--- src/rtl/seg_pkg.sv ---
// Shared types and constants for the multiplexed 4-digit 7-segment scanner.
// Segment order is {g,f,e,d,c,b,a}, active-low.
package seg_pkg;

    localparam int unsigned NUM_DIGITS = 4;
    localparam int unsigned IDX_W      = 2;
    localparam int unsigned SEG_W      = 7;

    typedef logic [3:0] digit_t;

    localparam logic [SEG_W-1:0] SEG_0     = 7'h40;
    localparam logic [SEG_W-1:0] SEG_1     = 7'h79;
    localparam logic [SEG_W-1:0] SEG_2     = 7'h24;
    localparam logic [SEG_W-1:0] SEG_3     = 7'h30;
    localparam logic [SEG_W-1:0] SEG_4     = 7'h19;
    localparam logic [SEG_W-1:0] SEG_5     = 7'h12;
    localparam logic [SEG_W-1:0] SEG_6     = 7'h02;
    localparam logic [SEG_W-1:0] SEG_7     = 7'h78;
    localparam logic [SEG_W-1:0] SEG_8     = 7'h00;
    localparam logic [SEG_W-1:0] SEG_9     = 7'h10;
    localparam logic [SEG_W-1:0] SEG_BLANK = 7'h7F;
    localparam logic [SEG_W-1:0] SEG_MINUS = 7'h3F;

    // One complete display image: four digit codes plus their decimal points.
    typedef struct packed {
        logic [NUM_DIGITS-1:0]   dp;
        digit_t [NUM_DIGITS-1:0] dig;
    } disp_t;

    // Bit i set means digit i is a leading zero to be suppressed; digit 0 always shows.
    function automatic logic [NUM_DIGITS-1:0] lz_blank_mask(input disp_t v, input logic lz_en);
        logic [NUM_DIGITS-1:0] m;
        m[3] = lz_en && (v.dig[3] == 4'd0);
        m[2] = m[3]  && (v.dig[2] == 4'd0);
        m[1] = m[2]  && (v.dig[1] == 4'd0);
        m[0] = 1'b0;
        return m;
    endfunction

endpackage

--- src/rtl/seg_display_scan_if.sv ---
// Host-side bundle for the display scanner: digit update bus, controls and pin outputs.
interface seg_display_scan_if;
    import seg_pkg::*;

    logic                  en;
    digit_t                d0;
    digit_t                d1;
    digit_t                d2;
    digit_t                d3;
    logic [NUM_DIGITS-1:0] dp_sel;
    logic                  upd;
    logic                  blank_lz;
    logic [NUM_DIGITS-1:0] an_n;
    logic [SEG_W-1:0]      seg_n;
    logic                  dp_n;
    logic                  frame_tick;

    modport master (
        output en, d0, d1, d2, d3, dp_sel, upd, blank_lz,
        input  an_n, seg_n, dp_n, frame_tick
    );

    modport slave (
        input  en, d0, d1, d2, d3, dp_sel, upd, blank_lz,
        output an_n, seg_n, dp_n, frame_tick
    );

endinterface

--- src/rtl/seg7_decode.sv ---
// Combinational digit-code to active-low segment pattern; non-decimal codes show a minus.
module seg7_decode
    import seg_pkg::*;
(
    input  digit_t           code,
    output logic [SEG_W-1:0] seg_n_c
);

    always_comb begin
        seg_n_c = SEG_MINUS;
        case (code)
            4'd0:    seg_n_c = SEG_0;
            4'd1:    seg_n_c = SEG_1;
            4'd2:    seg_n_c = SEG_2;
            4'd3:    seg_n_c = SEG_3;
            4'd4:    seg_n_c = SEG_4;
            4'd5:    seg_n_c = SEG_5;
            4'd6:    seg_n_c = SEG_6;
            4'd7:    seg_n_c = SEG_7;
            4'd8:    seg_n_c = SEG_8;
            4'd9:    seg_n_c = SEG_9;
            default: seg_n_c = SEG_MINUS;
        endcase
    end

endmodule

--- src/rtl/seg_display_scan.sv ---
// Time-multiplexed 4-digit 7-segment driver with anode dead time, leading-zero
// blanking and frame-synchronous (tear-free) update of the displayed value.
module seg_display_scan
    import seg_pkg::*;
#(
    parameter int unsigned SCAN_DIV = 50000,
    parameter int unsigned DEAD     = 500
) (
    input  logic               clk,
    input  logic               rst_n,
    seg_display_scan_if.slave  bus
);

    localparam int unsigned     CNT_W    = $clog2(SCAN_DIV);
    localparam logic [CNT_W-1:0] CNT_LAST = CNT_W'(SCAN_DIV - 1);
    localparam logic [CNT_W-1:0] CNT_DEAD = CNT_W'(DEAD);
    localparam logic [IDX_W-1:0] IDX_LAST = IDX_W'(NUM_DIGITS - 1);

    logic [CNT_W-1:0]      cnt_q, cnt_d;
    logic [IDX_W-1:0]      idx_q, idx_d;
    disp_t                 stage_q, stage_d;
    disp_t                 shadow_q, shadow_d;
    logic                  pend_q, pend_d;
    logic [NUM_DIGITS-1:0] an_n_q, an_n_d;
    logic [SEG_W-1:0]      seg_n_q, seg_n_d;
    logic                  dp_n_q, dp_n_d;
    logic                  frame_tick_q, frame_tick_d;

    disp_t                 in_c;
    logic                  wrap_c;
    logic                  boundary_c;
    logic                  lit_c;
    logic [NUM_DIGITS-1:0] blank_c;
    logic [SEG_W-1:0]      seg_dec_c;

    assign in_c.dp  = bus.dp_sel;
    assign in_c.dig = {bus.d3, bus.d2, bus.d1, bus.d0};

    seg7_decode u_dec (
        .code    (shadow_q.dig[idx_q]),
        .seg_n_c (seg_dec_c)
    );

    // Prescaler and digit index; disabled scan parks at slot 0, count 0.
    always_comb begin
        cnt_d      = cnt_q;
        idx_d      = idx_q;
        wrap_c     = 1'b0;
        boundary_c = 1'b0;
        if (!bus.en) begin
            cnt_d = '0;
            idx_d = '0;
        end else begin
            wrap_c     = (cnt_q == CNT_LAST);
            boundary_c = wrap_c && (idx_q == IDX_LAST);
            if (wrap_c) begin
                cnt_d = '0;
                idx_d = idx_q + IDX_W'(1);
            end else begin
                cnt_d = cnt_q + CNT_W'(1);
            end
        end
    end

    // Staging/shadow: a coincident upd bypasses staging so the fresh value wins.
    always_comb begin
        stage_d  = stage_q;
        shadow_d = shadow_q;
        pend_d   = pend_q;
        if (bus.upd) begin
            stage_d = in_c;
            pend_d  = 1'b1;
        end
        if (boundary_c) begin
            if (bus.upd) begin
                shadow_d = in_c;
                pend_d   = 1'b0;
            end else if (pend_q) begin
                shadow_d = stage_q;
                pend_d   = 1'b0;
            end
        end
    end

    // Pin values for the next cycle; anything not lit is fully dark.
    always_comb begin
        blank_c      = lz_blank_mask(shadow_q, bus.blank_lz);
        lit_c        = bus.en && (cnt_q >= CNT_DEAD) && !blank_c[idx_q];
        an_n_d       = '1;
        seg_n_d      = SEG_BLANK;
        dp_n_d       = 1'b1;
        frame_tick_d = boundary_c;
        if (lit_c) begin
            an_n_d  = ~(NUM_DIGITS'(1) << idx_q);
            seg_n_d = seg_dec_c;
            dp_n_d  = ~shadow_q.dp[idx_q];
        end
    end

    always_ff @(posedge clk or negedge rst_n) begin
        if (!rst_n) begin
            cnt_q        <= '0;
            idx_q        <= '0;
            stage_q      <= '0;
            shadow_q     <= '0;
            pend_q       <= 1'b0;
            an_n_q       <= '1;
            seg_n_q      <= SEG_BLANK;
            dp_n_q       <= 1'b1;
            frame_tick_q <= 1'b0;
        end else begin
            cnt_q        <= cnt_d;
            idx_q        <= idx_d;
            stage_q      <= stage_d;
            shadow_q     <= shadow_d;
            pend_q       <= pend_d;
            an_n_q       <= an_n_d;
            seg_n_q      <= seg_n_d;
            dp_n_q       <= dp_n_d;
            frame_tick_q <= frame_tick_d;
        end
    end

    assign bus.an_n       = an_n_q;
    assign bus.seg_n      = seg_n_q;
    assign bus.dp_n       = dp_n_q;
    assign bus.frame_tick = frame_tick_q;

endmodule
--- src/flat_wrapper.sv ---
// flat-port wrapper written by rule: the top's interface ports become plain ports
module seg_display_scan_flat import seg_pkg::*;
#(
    parameter int unsigned SCAN_DIV = 50000,
    parameter int unsigned DEAD     = 500
)
  (clk, rst_n, bus_en, bus_d0, bus_d1, bus_d2, bus_d3, bus_dp_sel, bus_upd, bus_blank_lz, bus_an_n, bus_seg_n, bus_dp_n, bus_frame_tick);
  seg_display_scan_if bus_i ();
  input  logic clk;
  input  logic rst_n;
  input wire logic [$bits(bus_i.en)-1:0] bus_en;
  input wire logic [$bits(bus_i.d0)-1:0] bus_d0;
  input wire logic [$bits(bus_i.d1)-1:0] bus_d1;
  input wire logic [$bits(bus_i.d2)-1:0] bus_d2;
  input wire logic [$bits(bus_i.d3)-1:0] bus_d3;
  input wire logic [$bits(bus_i.dp_sel)-1:0] bus_dp_sel;
  input wire logic [$bits(bus_i.upd)-1:0] bus_upd;
  input wire logic [$bits(bus_i.blank_lz)-1:0] bus_blank_lz;
  output wire logic [$bits(bus_i.an_n)-1:0] bus_an_n;
  output wire logic [$bits(bus_i.seg_n)-1:0] bus_seg_n;
  output wire logic [$bits(bus_i.dp_n)-1:0] bus_dp_n;
  output wire logic [$bits(bus_i.frame_tick)-1:0] bus_frame_tick;
  assign bus_i.en = bus_en;
  assign bus_i.d0 = bus_d0;
  assign bus_i.d1 = bus_d1;
  assign bus_i.d2 = bus_d2;
  assign bus_i.d3 = bus_d3;
  assign bus_i.dp_sel = bus_dp_sel;
  assign bus_i.upd = bus_upd;
  assign bus_i.blank_lz = bus_blank_lz;
  assign bus_an_n = bus_i.an_n;
  assign bus_seg_n = bus_i.seg_n;
  assign bus_dp_n = bus_i.dp_n;
  assign bus_frame_tick = bus_i.frame_tick;
  seg_display_scan #(.SCAN_DIV(SCAN_DIV), .DEAD(DEAD)) u_core (.clk(clk), .rst_n(rst_n), .bus(bus_i));
endmodule
--- config.mk ---
export PLATFORM = sky130hd
export DESIGN_NAME = seg_display_scan_flat
export DESIGN_NICKNAME = d
export VERILOG_FILES = /design/src/rtl/seg_pkg.sv /design/src/rtl/seg_display_scan_if.sv /design/src/rtl/seg7_decode.sv /design/src/rtl/seg_display_scan.sv /design/src/flat_wrapper.sv
export SDC_FILE = /design/constraint.sdc
export NUM_CORES = 1
export LEC_CHECK = 0
export CORE_MARGIN = 5
export CORE_UTILIZATION = 60
export CTS_CLUSTER_SIZE = 20
export DETAILED_ROUTE_END_ITERATION = 16
export MAX_ROUTING_LAYER = met4
export PLACE_DENSITY = 0.8
export SYNTH_ARGS = -nofsm -noshare
export SYNTH_HDL_FRONTEND = slang
export SYNTH_HIERARCHICAL = 1
export SYNTH_SLANG_ARGS = --single-unit
--- constraint.sdc ---
create_clock -name clk -period 6.06 [get_ports clk]
set_input_delay 1.212 -clock clk [delete_from_list [all_inputs] [get_ports clk]]
set_output_delay 1.212 -clock clk [all_outputs]
set_load 0.01 [all_outputs]
Word level (Yosys, flattened, before mapping)
Memory sizes are Yosys's and may differ from the RTL's.
Index checks and enable logic that the tools add are counted.
Storage, ports and cells
  output and inout bits: 13
  register bits after elaboration: 72
  logic and storage cells: 60
  memory bits (read-only): 112
  memories kept: 1
Operators by class
  bitwise operators: 2
  shifts and indexed selects: 1
  $lt $le $gt $ge: 2
  equality and inequality tests: 3
  reduce and logical (&&, ||, !) cells: 12
  multiplexer cells: 20
  add/sub/neg operators: 2
Memories
  (name not given): depth 16, width 7, read ports 1, clocked after memory_dff 0, write ports 0, line seg7_decode.sv:11  | case (code)
Operators by type and width (number)
  two-way mux 20 bit: 2
  two-way mux 16 bit: 2
  adder 16 x 1 -> 16 bit, second input constant: 1
  equality test 16 bit, second input constant: 1
  >= comparator 16 x 9 -> 1 bit, second input constant: 1
  zero test 4 bit: 3
  binary-select mux 4 bit (select 2 bit): 1
  two-way mux 1 bit: 8
  two-way mux 4 bit: 2
  two-way mux 7 bit: 1
  logical AND 1 bit: 6
  binary-select mux 1 bit (select 2 bit): 2
  two-way mux 2 bit: 2
  inverter 4 bit: 1
  << shifter 1 x 2 -> 4 bit, first input constant: 1
  < comparator 2 x 3 -> 1 bit, second input constant: 1
  adder 2 x 1 -> 2 bit, second input constant: 1
  equality test 2 bit, second input constant: 1
  inequality test 2 x 1 -> 1 bit, second input constant: 1
  AND reduction 2 bit: 1
  nonzero test 2 bit: 1
  zero test 1 bit: 1
  inverter 1 bit: 1

Depth between registers and ports, before layout
Gate-level depths: netlist of run 1.
  depth after elaboration: 9
  gate-level depth with buffers: 7
  mapped depth without buffers: 6

Cells and area by module
Netlist of run 1, hierarchy kept.
Modules (own cells, without submodules)
  seg_display_scan: cells an instance 228, instances 1, seq. area each 1816.7 um^2, area an instance 3195.6 um^2
  seg7_decode: cells an instance 31, instances 1, seq. area each 0.0 um^2, area an instance 224.0 um^2

Worst setup path before layout of run 1
Ideal clock, no wire load.
  kind: input to register
  start: in bus_upd
  end: reg u_core/shadow_q[0] in the netlist's numbering
  setup slack: 3778 ps
  arrival: 2157 ps
  cell stages on the path: 3
  path buffers: 1
  data required time: 5935 ps
  cells stage by stage: clkbuf_1 -> mux2_2 -> mux2_4
Between the ends
  word-level cells in the longest chain between the ends: 2
  elaborated cells on any way between the ends: 3
  classes of those cells: 1 x mux; 2 x reduce/logical
RTL lines
  start: declaration: line flat_wrapper.sv:17  | input wire logic [$bits(bus_i.upd)-1:0] bus_upd;
  nonzero test 2 bit (no source line)
  AND reduction 2 bit (no source line)
  end signal: assignment: line seg_display_scan.sv:115  | shadow_q <= shadow_d;
  end: declaration: line seg_display_scan.sv:22  | disp_t shadow_q, shadow_d;
Parallel ways exist; a longest one is shown, timed or not.
A chain may end at the register's enable or synchronous reset.

Worst setup path after layout of run 1
  start: in bus_upd
  end: reg u_core/shadow_q[5] in the netlist's numbering
The elaborated chain is that of the path after synthesis.

==> results of run 1 <==
[registers in the layout, indices dropped and copies added, names as in the netlist]
signal and cells:
u_core/bus.seg_n 7, u_core/bus.frame_tick 1, u_core/stage_q 20, u_core/idx_q 2, u_core/shadow_q 20, u_core/pend_q 1
u_core/bus.dp_n 1, u_core/cnt_q 16, u_core/bus.an_n 4
[cells by family after synthesis]
group | after synthesis
AO/OA/AOI/OAI | 12
XOR/XNOR | 15
adder cells (fa/ha/maj) | 11
buffers and inverters | 21
flip-flops | 72
multiplexers | 47
AND/OR/NAND/NOR | 81
[worst max-delay path by stage]
stage	cells past startpoint	slack, ps	to
global route	5	2490	u_core/shadow_q[5]
global placement	5	2320	u_core/shadow_q[0]
finish	5	2670	u_core/shadow_q[5]
detailed placement	5	2300	u_core/shadow_q[0]
CTS	5	2660	u_core/shadow_q[0]
floorplan	3	3780	u_core/shadow_q[0]
[placed cells by master, fill, tap and decap left out, types with 3 or more instances in the layout]
master	n
a21oi_1	5
and2_1	3
clkbuf_8	9
clkdlybuf4s50_1	36
dfrtp_1	60
dfstp_2	12
ha_1	11
inv_1	9
mux2_2	20
mux2_4	20
mux4_2	5
nand2_1	7
nand3_1	8
nand3b_1	7
nand4_1	5
nor2_1	20
nor3_1	6
nor4_1	5
xnor2_1	11
xor2_1	4
[area by class of cell]
cell class | count | area share (%)
Clock buffer | 11 | 3.261
Clock inverter | 5 | 2.019
Tap cell | 72 | 2.236
Inverter | 9 | 0.8385
Multi-Input combinational cell | 166 | 37.11
Sequential cell | 72 | 45.09
Timing Repair Buffer | 39 | 9.441
[where the power goes]
part,switching (W),internal [W],total [W],leakage (nW)
registers,0.00000579,0.000495,0.000501,0.911
logic,0.0000253,0.0000283,0.0000535,0.687
clock network,0.000171,0.000232,0.000403,0.104
total,0.000202,0.000756,0.000957,1.70
[metal layers]
layer  wire length, µm  GRT usage, %  part of all wire, %
met1              2866         24.79                   49
met5                 0             -                    0
met4                27         5.899                 0.46
met3               232         3.939                  3.9
met2              2774         27.61                   47
[worst register-to-register path: stages (launching register included)]
cell	delay, ps
dfrtp_1	450
ha_1	260
and3_1	260
nand4_4	190
nor3_4	500
buf_4	350
mux2_4	330
[stage by stage]
stage                     area [µm²]  util [%]  total power, W  worst slack (ps)
final                           4029     73.17       0.0009575              2670
after global routing            4029     73.17       0.0009967              2490
after floorplan                 3420         -       0.0005321              3778
after global placement          3816     69.30       0.0005624              2323
after CTS                       4029     73.17       0.0009679              2659
after detailed placement        3816     69.30       0.0005647              2304
==> metrics.md, run 1 <==
| Metric | Value |
|---|---|
| Initial antenna violation count | `0` |
| Worst path bufs/invs | `2` |
| Cell Rows | `27` |
| Vert. Die Dim | `about 85 µm` |
| N_diodes | `0` |
| Slew HR | `about two fifths` |
| Core ar. | `~0.0055 mm²` |
| Final wirelength | `slightly below 6000 µm` |
| Post-synthesis compound-gate area fraction | `2.086%` |
| Startpoint types | `primary input` |
| GRT Total Usage | `18.25%` |
| Hold Path Class | `register to register` |
| Fin crit period | `~3400 ps` |
| Clock Sinks | `between 70 and 80` |
| Worst R2R Start | `u_core/cnt_q[0]` |
| RSZ-0062 raised after global routing | `false` |
| Worst hold path startpoint | `u_core/stage_q[6]` |
| CTS tree | `yes` |
| Yosys top cell area share | `between 40% and 50%` |
| Total grt overflow | `0` |
| Yosys top cell by area | `dfrtp_1` |
| Final GP Congestion | `approximately 0.83` |
| Fmax | `~0.3 GHz` |
| Adder-Cell Fraction of Synth Area | `under 10%` |
| Root Driver | `clkbuf_8` |
| CP max FO | `21` |
| Endpoints failing setup | `0` |
| Seq cells post-synth | `between 70 and 80` |
| Max-Cap Viols | `0` |
| Num CTS Buffers | `9` |
| Syn_area_per_cell | `13.20 µm²` |
| Post-synth top flop | `dfrtp_1` |
| Synthesis-to-layout area growth | `17.82%` |
| Hold-fix buffers, CTS | `0` |
| Most instantiated library cell after synthesis | `dfrtp_1` |
| CTS H-tree depth | `3` |
| Starting density of the core | `a little over 60%` |
| Hold Crit Depth | `1` |
| Post-CTS Resized | `0` |
| Post-Synthesis Cell Area | `about 0.0034 mm²` |
| Pwr/cell area | `237.7 mW/mm²` |
| Vias | `2026` |
| PortBufs | `37` |
| Xor-xnor portion of the synthesized cell area | `roughly 3.8%` |
| Die extent in x | `approximately 85 µm` |
| Largest net degree at the start of global routing | `73` |
| Pre-antenna DRT Iters | `4` |
| Main area contributors after synthesis | `dfrtp_1 44%, dfstp_2 9.2%, mux2_4 8.8%` |
| Slew @ Worst Pin | `just under 900 ps` |
| IO Pins | `38` |
| Register Area | `around 0.0018 mm²` |
| Leak | `roughly 1.7 nW` |
| Clk Latency, worst-skew pair | `about 340 ps` |
| Mux share of post-synthesis cell area | `19.25%` |
| Crit path launch | `bus_upd` |
| Post-CTS setup buffer count | `0` |
| Reg-to-reg slack, setup | `3600 ps` |
| Inst Count DP | `between 300 and 400` |
| Hpwl dp | `just over 4000 µm` |
| Main combinational cell family by area after synthesis | `multiplexers` |
| Worst r2r path cells | `6` |
| Clock buffer depth | `2` |
| Post-Syn Instances | `about 260` |
| Fraction of layout cells with a size suffix above 1 | `26.16%` |
| Wire per inst | `approximately 16 µm` |
| Vias per Instance | `between 5 and 6` |
| Sequential fraction of the synthesis area | `between 50% and 60%` |
| Critical path capture point type | `register` |
| Warnings from Yosys | `6` |
| Critical Setup Path Class | `primary input to register` |
| First-pass GRT wire length | `10200 µm` |
| Fin cells | `approximately 370` |
| Worst r2r dst | `u_core/shadow_q[5]` |
| Asr flop ratio synth | `100.0%` |
| First DRT Iteration DRCs | `77` |
| Status | `finished, final reports clean` |
| WHS | `~500 ps` |
| Antenna viol nets, final | `0` |
| Post-synth EDFFs | `0` |
| Final Hold Viols | `0` |
| Peak supply drop | `0.1784 mV` |
| Worst path max stage delay | `approximately 1100 ps` |
| Filler Cell Count | `368` |
| Vias in the first global route | `between 2000 and 2500` |
| Clock-pin slew on the worst setup and hold paths | `about 80 ps` |
| DR DRC count | `0` |
| Crit path cell chain | `clkdlybuf4s50_1 > nor2_1 > nor3_4 > buf_4 > mux2_4` |
| Worst Clk Skew | `~11 ps` |
| CP required | `6270 ps` |
| Layout net count | `333` |
| Synth top cells by count | `60 x dfrtp_1, 20 x mux2_2, 20 x mux2_4, 20 x nor2_1, 12 x dfstp_2` |
| Syn nets | `between 200 and 300` |
| Cell family with most CP delay | `buffers and inverters` |
| Simple-gate portion of the synthesized area | `14.53%` |
| Die area | `0.007309 mm²` |
| Worst path slowest cell | `clkdlybuf4s50_1` |
| Setup TNS | `0 ps` |
| Slew Viols, Final | `0` |
| Period utilization | `between 50% and 60%` |
| Multi-input logic area | `~0.0015 mm²` |
| Hold EP | `u_core/stage_q[6]` |
| Netlist cell types | `44` |
| Crit path DAT | `roughly 3600 ps` |
Power figures use the tool's default switching activity.
==> run 2, diff against run 1 <==
--- a/config.mk
+++ b/config.mk
@@ -6,11 +6,11 @@
 export NUM_CORES = 1
 export LEC_CHECK = 0
 export CORE_MARGIN = 5
-export CORE_UTILIZATION = 60
+export CORE_UTILIZATION = 50
 export CTS_CLUSTER_SIZE = 20
 export DETAILED_ROUTE_END_ITERATION = 16
 export MAX_ROUTING_LAYER = met4
-export PLACE_DENSITY = 0.8
+export PLACE_DENSITY = 0.71
 export SYNTH_ARGS = -nofsm -noshare
 export SYNTH_HDL_FRONTEND = slang
 export SYNTH_HIERARCHICAL = 1
==> constraint.sdc (replaced) <==
create_clock -name clk -period 2.8 [get_ports clk]
set_input_delay 0.56 -clock clk [delete_from_list [all_inputs] [get_ports clk]]
set_output_delay 0.56 -clock clk [all_outputs]
set_load 0.01 [all_outputs]
==> run 2 against run 1 <==
Net effect: final cell count up 2.4%; setup slack got worse by 2000 ps; flip-flop and latch count did not move; combinational power grew 120%; largest cell class unchanged; via count grew 0.89%; sequential power grew 120%; power is 110% higher; sequential share of layout area shrank 0.14 points; largest power group unchanged; clock skew decreased by 4.8 ps; first-iteration DRC count increased by 31%.
==> metrics.md, run 2 (same netlist as run 1, synthesis figures left out) <==
| Metric | Value |
|---|---|
| Core ar. | `around 0.0067 mm²` |
| Gate power share | `under 10%` |
| Final Hold Viols | `0` |
| CTS H-tree depth | `3` |
| Reg power frac | `~53%` |
| Worst r2r path cells | `6` |
| Register Area | `~0.0018 mm²` |
| Total power | `between 0.002 and 0.0025 W` |
| Clock Power Share | `between 40% and 50%` |
| GRT Total Usage | `15.74%` |
| Regs by FF count | `u_core/shadow_q x20, u_core/stage_q x20, u_core/cnt_q x16` |
| Final wirelength | `6104 µm` |
| Reg-to-reg slack, setup | `approximately 630 ps` |
| Largest net degree at the start of global routing | `73` |
| Critical path capture point type | `register` |
| Crit path DAT | `about 2400 ps` |
| PortBufs | `37` |
| Post-CTS Resized | `0` |
| Slew @ Worst Pin | `between 800 and 900 ps` |
| Switch share | `22.09%` |
| Starting density of the core | `about half` |
| Leak | `approximately 1.7 nW` |
| N_diodes | `0` |
| First DRT Iteration DRCs | `about 100` |
| Critical Setup Path Class | `register to register` |
| Post-CTS setup buffer count | `0` |
| Clock-pin slew on the worst setup and hold paths | `80 ps` |
| Worst path slowest cell | `dfrtp_1` |
| First-pass GRT wire length | `roughly 10000 µm` |
| Hpwl dp | `~4200 µm` |
| Hold Path Class | `primary input to async pin` |
| CTS tree | `yes` |
| Clock Sinks | `between 70 and 80` |
| Worst path max stage delay | `between 400 and 500 ps` |
| Crit path cell chain | `ha_1 > and3_1 > nand4_4 > nor3_4 > buf_4 > mux2_4` |
| Period utilization | `between 70 and 80%` |
| Pre-antenna DRT Iters | `4` |
| Most common cell after layout, fill and taps aside | `dfrtp_1` |
| Root Driver | `clkbuf_8` |
| Fmax | `between 0.4 and 0.5 GHz` |
| Wire per inst | `about 16 µm` |
| Layout net count | `about 330` |
| Pwr/cell area | `506.4 mW/mm²` |
| CP max FO | `20` |
| Commonest cells after routing, fill and taps aside | `60 x dfrtp_1, 36 x clkdlybuf4s50_1, 20 x mux2_2, 20 x nor2_1, 20 x mux2_4` |
| Slew HR | `40.00%` |
| Final Instance Area | `a little over 0.004 mm²` |
| Die extent in x | `approximately 93 µm` |
| Num CTS Buffers | `9` |
| Worst Clk Skew | `~6.5 ps` |
| Max-Cap Viols | `0` |
| Cell Rows | `30` |
| Antenna viol nets, final | `0` |
| Fraction of layout cells with a size suffix above 1 | `roughly a quarter` |
| Vias | `roughly 2000` |
| Total grt overflow | `0` |
| Status | `finished, final reports clean` |
| Initial antenna violation count | `0` |
| Vert. Die Dim | `around 93 µm` |
| RSZ-0062 raised after global routing | `false` |
| Final GP Congestion | `~0.8` |
| Clock buffer depth | `2` |
| Internal power component | `between 0.0015 and 0.002 W` |
| Synthesis-to-layout area growth | `18.19%` |
| Setup TNS | `0 ps` |
| Multi-input logic area | `0.001495 mm²` |
| Filler Cell Count | `between 500 and 600` |
| Vias per Instance | `approximately 5.3` |
| Fin crit period | `between 2000 and 2500 ps` |
| Worst R2R Start | `u_core/cnt_q[0]` |
| P_sw | `between 0.0004 and 0.0005 W` |
| Hold-fix buffers, CTS | `0` |
| Peak supply drop | `0.2809 mV` |
| Vias in the first global route | `between 2000 and 2500` |
| Worst r2r dst | `u_core/shadow_q[9]` |
| Clk Latency, worst-skew pair | `between 300 and 400 ps` |
| IO Pins | `38` |
| Endpoints failing setup | `0` |
| Startpoint types | `register` |
| CP required | `3020 ps` |
| DR DRC count | `0` |
| Slew Viols, Final | `0` |
| Die area | `0.008593 mm²` |
| Placed Area | `around 0.0038 mm²` |
-- run 2: cell count changes in the layout (fill, tap and decap cells not counted) --
cell	before	now
clkbuf_8	9	11
clkinvlp_4	1	3
buf_4	2	3
bufinv_16	2	1
clkbuf_1	2	1
clkinv_2	1	0
clkinv_4	1	0
-- run 2: worst max path at each step --
stage                    startpoint                   to  slack (ps)  depth (start not counted)
finish              u_core/cnt_q[0]   u_core/shadow_q[9]         630                          6
global route        u_core/idx_q[0]  u_core/bus.seg_n[3]         480                          6
CTS                 u_core/cnt_q[0]   u_core/shadow_q[1]         610                          6
detailed placement           bus_en  u_core/shadow_q[16]         530                          5
global placement             bus_en  u_core/shadow_q[10]         560                          5
floorplan           u_core/idx_q[0]  u_core/bus.seg_n[3]         900                          7
-- run 2: layout make-up --
class	instances	share of cell area, %
timing repair buffer	40	9.598
clock buffer	12	3.839
sequential	72	44.95
clock inverter	4	1.300
tap	80	2.477
multi-input combinational	166	37.00
inverter	9	0.8359
-- run 2: power groups by stage --
stage,clock network (W),registers (W),logic (W)
after floorplan,0,0.00110,0.0000513
after global placement,0,0.00110,0.000118
after detailed placement,0,0.00110,0.000120
after CTS,0.000868,0.00108,0.000121
after global routing,0.000922,0.00109,0.000133
final,0.000845,0.00108,0.000117
-- run 2: per-stage QoR --
| step | instances | utilization [%] | worst slack [ps] | hold slack (ps) |
|---|---|---|---|---|
| 6_report | 383 | 60.15 | 625.0 | 434.8 |
| 5_1_grt | 383 | 60.15 | 479.8 | 500.6 |
| 4_1_cts | 383 | 60.15 | 608.3 | 455.1 |
| 3_5_place_dp | 367 | 57.06 | 534.2 | 487.5 |
| 3_3_place_gp | 367 | 57.06 | 561.6 | 486.7 |
| 2_1_floorplan | 259 | - | 899.0 | 264.4 |
-- run 2: worst max-delay path: cells and delay by family, from the launching register on --
kind | cells | cell delay [ps]
adder cells (fa/ha/maj) | 1 | 260
buffers and inverters | 1 | 350
flip-flops | 1 | 440
multiplexers | 1 | 340
AND/OR/NAND/NOR | 3 | 650
-- run 2: metal layers --
layer	part of all wire [%]	wire (µm)	track usage, %
met4	1.6	99	6.227
met5	0	0	-
met1	48	2922	20.92
met3	4.8	295	3.493
met2	46	2787	23.69
